File: config.mk
export PLATFORM = sky130hd
export DESIGN_NAME = i2s_frame_ctrl
export DESIGN_NICKNAME = d
export VERILOG_FILES = /design/src/rtl/i2s_frame_ctrl.sv
export SDC_FILE = /design/constraint.sdc
export NUM_CORES = 1
export LEC_CHECK = 0
export CAP_MARGIN = 20
export CORE_ASPECT_RATIO = 0.9
export CORE_MARGIN = 1
export CORE_UTILIZATION = 32
export DETAILED_ROUTE_END_ITERATION = 12
export PLACE_DENSITY = 0.58
export RECOVER_POWER = 100
export SYNTH_ARGS = -nofsm -noshare
export SYNTH_HDL_FRONTEND = slang
export SYNTH_SLANG_ARGS = --single-unit
File: constraint.sdc
create_clock -name BCK -period 6.3 [get_ports BCK]
set_clock_uncertainty 0.2 [all_clocks]
set_input_delay 1.575 -clock BCK [delete_from_list [all_inputs] [get_ports BCK]]
set_output_delay 1.575 -clock BCK [all_outputs]
set_load 0.02 [all_outputs]
File: src/rtl/i2s_frame_ctrl.sv
// I2S format lock/mute sequencer: measures BCK periods per LRCK half, locks after
// repeated matching halves, drives delay-line taps and mutes on fault or LRCK loss.
module i2s_frame_ctrl #(
  parameter int unsigned DATA_BITS   = 24,
  parameter int unsigned LOCK_FRAMES = 4,
  parameter int unsigned MIN_HALF    = 25,
  parameter int unsigned MAX_HALF    = 64
) (
  input  logic       BCK,
  input  logic       RSTN,
  input  logic       LRCK,
  input  logic       ERR_CLR,
  output logic [5:0] TAP_R,
  output logic [6:0] TAP_L,
  output logic [6:0] HALF_LEN,
  output logic       LOCKED,
  output logic       MUTE,
  output logic       ERR,
  output logic       LED1
);

  typedef enum logic [1:0] {IDLE, ACQ, LOCK} state_t;

  localparam int unsigned     MW        = $clog2(2 * LOCK_FRAMES + 1);
  localparam logic [MW-1:0]   MATCH_TGT = MW'(2 * LOCK_FRAMES);
  localparam logic [6:0]      MIN_L     = 7'(MIN_HALF);
  localparam logic [6:0]      MAX_L     = 7'(MAX_HALF);
  localparam logic [6:0]      CNT_MAX   = 7'd127;

  state_t        state_q, state_d;
  logic          lr_q;
  logic [6:0]    cnt_q, cnt_d;
  logic [6:0]    ref_q, ref_d;
  logic [MW-1:0] match_q, match_d;
  logic [5:0]    tap_r_q, tap_r_d;
  logic [6:0]    tap_l_q, tap_l_d;
  logic [6:0]    half_q, half_d;
  logic          locked_q, locked_d;
  logic          mute_q, mute_d;
  logic          err_q, err_d;
  logic          led_q, led_d;
  logic          lr_edge, legal, err_set;

  always_ff @(posedge BCK or negedge RSTN) begin
    if (!RSTN) begin
      state_q  <= IDLE;
      lr_q     <= 1'b0;
      cnt_q    <= '0;
      ref_q    <= '0;
      match_q  <= '0;
      tap_r_q  <= '0;
      tap_l_q  <= '0;
      half_q   <= '0;
      locked_q <= 1'b0;
      mute_q   <= 1'b1;
      err_q    <= 1'b0;
      led_q    <= 1'b1;
    end else begin
      state_q  <= state_d;
      lr_q     <= LRCK;
      cnt_q    <= cnt_d;
      ref_q    <= ref_d;
      match_q  <= match_d;
      tap_r_q  <= tap_r_d;
      tap_l_q  <= tap_l_d;
      half_q   <= half_d;
      locked_q <= locked_d;
      mute_q   <= mute_d;
      err_q    <= err_d;
      led_q    <= led_d;
    end
  end

  always_comb begin
    lr_edge  = LRCK ^ lr_q;
    legal    = (cnt_q >= MIN_L) && (cnt_q <= MAX_L);
    cnt_d    = lr_edge ? 7'd1 : ((cnt_q == CNT_MAX) ? cnt_q : cnt_q + 7'd1);
    state_d  = state_q;
    ref_d    = ref_q;
    match_d  = match_q;
    tap_r_d  = tap_r_q;
    tap_l_d  = tap_l_q;
    half_d   = half_q;
    locked_d = locked_q;
    mute_d   = mute_q;
    led_d    = led_q;
    err_set  = 1'b0;

    if (!lr_edge && cnt_q == CNT_MAX) begin
      state_d  = IDLE;
      mute_d   = 1'b1;
      locked_d = 1'b0;
      led_d    = 1'b1;
      err_set  = (state_q == LOCK);
    end else if (lr_edge) begin
      // cnt_q is the length of the half that just ended on this edge
      unique case (state_q)
        IDLE: begin
          // ref=0 never matches, so the first ACQ edge just loads ref with match=1
          state_d = ACQ;
          ref_d   = '0;
          match_d = '0;
        end
        ACQ: begin
          if (legal && cnt_q == ref_q) begin
            match_d = match_q + MW'(1);
            if (match_q + MW'(1) == MATCH_TGT) begin
              state_d  = LOCK;
              half_d   = ref_q;
              tap_r_d  = 6'(ref_q - 7'(DATA_BITS + 1));
              tap_l_d  = 7'({ref_q, 1'b0} - 8'(DATA_BITS + 1));
              locked_d = 1'b1;
              led_d    = 1'b0;
            end
          end else begin
            ref_d   = cnt_q;
            match_d = legal ? MW'(1) : '0;
          end
        end
        LOCK: begin
          if (cnt_q != half_q) begin
            state_d  = ACQ;
            ref_d    = cnt_q;
            match_d  = legal ? MW'(1) : '0;
            mute_d   = 1'b1;
            locked_d = 1'b0;
            led_d    = 1'b1;
            err_set  = 1'b1;
          end else if (!LRCK) begin
            mute_d = 1'b0;
          end
        end
        default: state_d = IDLE;
      endcase
    end

    err_d = err_set ? 1'b1 : (ERR_CLR ? 1'b0 : err_q);
  end

  assign TAP_R    = tap_r_q;
  assign TAP_L    = tap_l_q;
  assign HALF_LEN = half_q;
  assign LOCKED   = locked_q;
  assign MUTE     = mute_q;
  assign ERR      = err_q;
  assign LED1     = led_q;

endmodule

==> run metrics <==
Sw Share 32.91%; Clk pin slew, worst setup/hold paths 0.07 ns; IO buf count 27; total clock sinks 43; Post-Synth Simple-Gate Area between 10% and 20%; worst skew pair latency 0.30 ns; multiplexer share of the synthesized area between 4 and 5%; Period Utilization, post-route roughly two thirds; R2R Setup Slk approximately 3.2 ns; GRT overflow 0; IO Count 28; Syn Nets 255; die height 83.81 um; 1st-pass router iterations 4; post-synthesis adder-cell area fraction 4.732%; Max FO, Critical Path 18; GPL Wtd Cong 0.7635; fill count 750; violated checks max-capacitance violations, max-slew violations; Worst R2R Start cnt_q[0]$_DFFE_PN0N_; overall power 0.0006473 W; DP Area 0.002670 mm^2; sequential area share after synthesis a little under half; Power Density 236.1 mW/mm^2; final setup fails 0; Setup crit end kind register; hpwl dp roughly 3700 um; CTS Buffer Depth 2; Critical path origin LRCK; VDD IR-drop max 80.71 uV; standard-cell row count 29; Synth Area per Inst ~9.8 um^2; Synth-to-Final Area Change 15.19%; YS warnings 0; CP startpoint kind input pin; Avg WL per Cell 14.56 um; first-pass GRT wire length 8866 um; total CTS buffers 5; ANT nets after route 0; RR Endpoint ref_q[5]$_DFFE_PN0P_; clock root cell clkbuf_8; max_cap viols 1; Initial Util 33.46%; Comb pwr share a little under a quarter; worst-margin pin slew 1.668 ns; compound-cell area share of the yosys netlist 17.61%; status finished, violations left; Setup TNS 0 ns; Distinct cells, synth 52; final hold violation count 0; setup ws final 2.096 ns; # nets final 273; H-tree levels 2; Synth top area share 43.11%; Required @ worst endpoint 6.28 ns; LEAKAGE 1.307 nW; layout cells sized above 1 around 5.4%; worst min-delay path class register to register; Synth Flop Type dfrtp_1; switching power 0.0002130 W; synthesized flop and latch total 43; RSZ-0062 raised after global routing no; sequential share of power 48.9%; max-slew violations 32; Hold WS 0.2745 ns; initial antenna violation count 0; Synth area leaders dfrtp_1 43%, o21ai_0 7.2%, xor2_1 5.5%, ha_1 4.7%, xnor2_1 4.0%; Post-Synthesis Cell Area about 0.0024 mm^2; GRT Util Overall about 15%; R2R cell count 6; fmax 237.9 MHz; Crit Path Class input pin to register; Hold-fix buffers, CTS 0; largest family of logic cells by synthesized area compound AO/OA/AOI/OAI gates; Final Cell Area 0.002741 mm^2; clock power share roughly 28%; relative slew slack -11.22%; Synth top cells by count 41 x dfrtp_1, 34 x o21ai_0, 17 x inv_1, 17 x nand2_1, 15 x xor2_1; vias in the first global route 1661; DR iter-0 viols just under 100; number of diodes 0; largest area contributor in the netlist dfrtp_1; via/cell ratio a little under 5; XOR/XNOR Fraction of Synth Area a little under a tenth; CP arrival roughly 4.2 ns; overall routed net length 5154 um; DR DRC count 0; Post-Place Setup Slack 2.056 ns; number of flops mapped to enable cells by yosys 0; CORE AREA 0.007112 mm^2; die area 0.007786 mm^2; post-synthesis instance total between 200 and 250; most frequent cell after synthesis dfrtp_1; largest net degree at the start of global routing between 40 and 50; Setup Buffers After CTS 0; TritonCTS clock tree built; Die Wd between 90 and 100 um; Tmin final 4.204 ns; P_int 0.0004343 W; async set-reset flop share out of synthesis 100.0%; end of the critical path TAP_L[6]$_DFFE_PN0P_; post-cts resize count 0; Via Count 1755
## stage by stage
| stage | instances | utilization (%) |
|---|---|---|
| after floorplan | 242 | - |
| after global placement | 345 | 37.54 |
| after detailed placement | 345 | 37.54 |
| after CTS | 353 | 38.83 |
| after global routing | 354 | 38.55 |
| final | 354 | 38.55 |
## worst min-delay path by stage
stage                               startpoint  cells after the start                    to  slack [ns]
after global routing      TAP_L[0]$_DFFE_PN0P_                      1  TAP_L[0]$_DFFE_PN0P_        0.31
after CTS                 TAP_L[0]$_DFFE_PN0P_                      1  TAP_L[0]$_DFFE_PN0P_        0.28
after detailed placement  TAP_L[0]$_DFFE_PN0P_                      1  TAP_L[0]$_DFFE_PN0P_        0.27
after floorplan           ref_q[0]$_DFFE_PN0P_                      1  TAP_R[0]$_DFFE_PN0P_        0.29
final                     TAP_L[0]$_DFFE_PN0P_                      1  TAP_L[0]$_DFFE_PN0P_        0.27
after global placement    TAP_L[0]$_DFFE_PN0P_                      1  TAP_L[0]$_DFFE_PN0P_        0.26
## per-layer routing
| layer | up-vias | GRT usage, % | wire, um |
|---|---|---|---|
| li1 | 873 | - | - |
| met1 | 845 | 21.41 | 2632 |
| met2 | 31 | 21.26 | 2319 |
| met3 | 6 | 3.279 | 148 |
| met4 | 0 | 3.776 | 53 |
| met5 | - | 0 | 0 |
## sequential cells by signal, indices dropped and copies added, names as in the netlist, 2 cells and up
register	count
HALF_LEN	7
ref_q	7
state_q	2
cnt_q	7
TAP_L	5
match_q	4
TAP_R	6
## power groups by stage
stage | logic (W) | registers [W] | clock network [W]
after detailed placement | 0.000152 | 0.000322 | 0
after global placement | 0.000152 | 0.000322 | 0
after CTS | 0.000153 | 0.000317 | 0.000190
after floorplan | 0.000126 | 0.000307 | 0
after global routing | 0.000166 | 0.000319 | 0.000202
final | 0.000147 | 0.000317 | 0.000184
## kinds of logic after synthesis
kind of cell,after synthesis
compound gates,66
simple gates,53
flops,43
buf+inv,34
xor+xnor,26
mux,11
fa+ha+maj,9
## cells in the final DEF, fill, tap and decap left out, types with 3 or more instances in the layout
cell,n
o21ai_0,34
xor2_1,15
xnor2_1,11
a211oi_1,3
clkbuf_1,3
nor2_1,12
nand3_1,4
ha_1,9
mux2_2,3
a31oi_1,6
a21oi_1,7
mux2i_1,8
nor3_1,4
dlygate4sd3_1,25
clkbuf_8,6
dfrtp_1,41
inv_1,17
nand2_1,17
## area by class of cell
type,count,area (um^2),share of cell area [%]
Multi-Input combinational cell,165,1124,40.99
Sequential cell,43,1079,39.34
Timing Repair Buffer,28,267.8,9.767
Tap cell,93,116.4,4.245
Clock buffer,7,86.33,3.149
Inverter,17,63.81,2.328
Clock inverter,1,5.005,0.1826
## critical path: stages
cell and delay, ns:
dlygate4sd3_1 0.70, xor2_1 0.57, o2111a_1 0.36, nand3_1 0.51, mux2_2 0.47
Note: power is estimated with default switching activity, not from simulation.
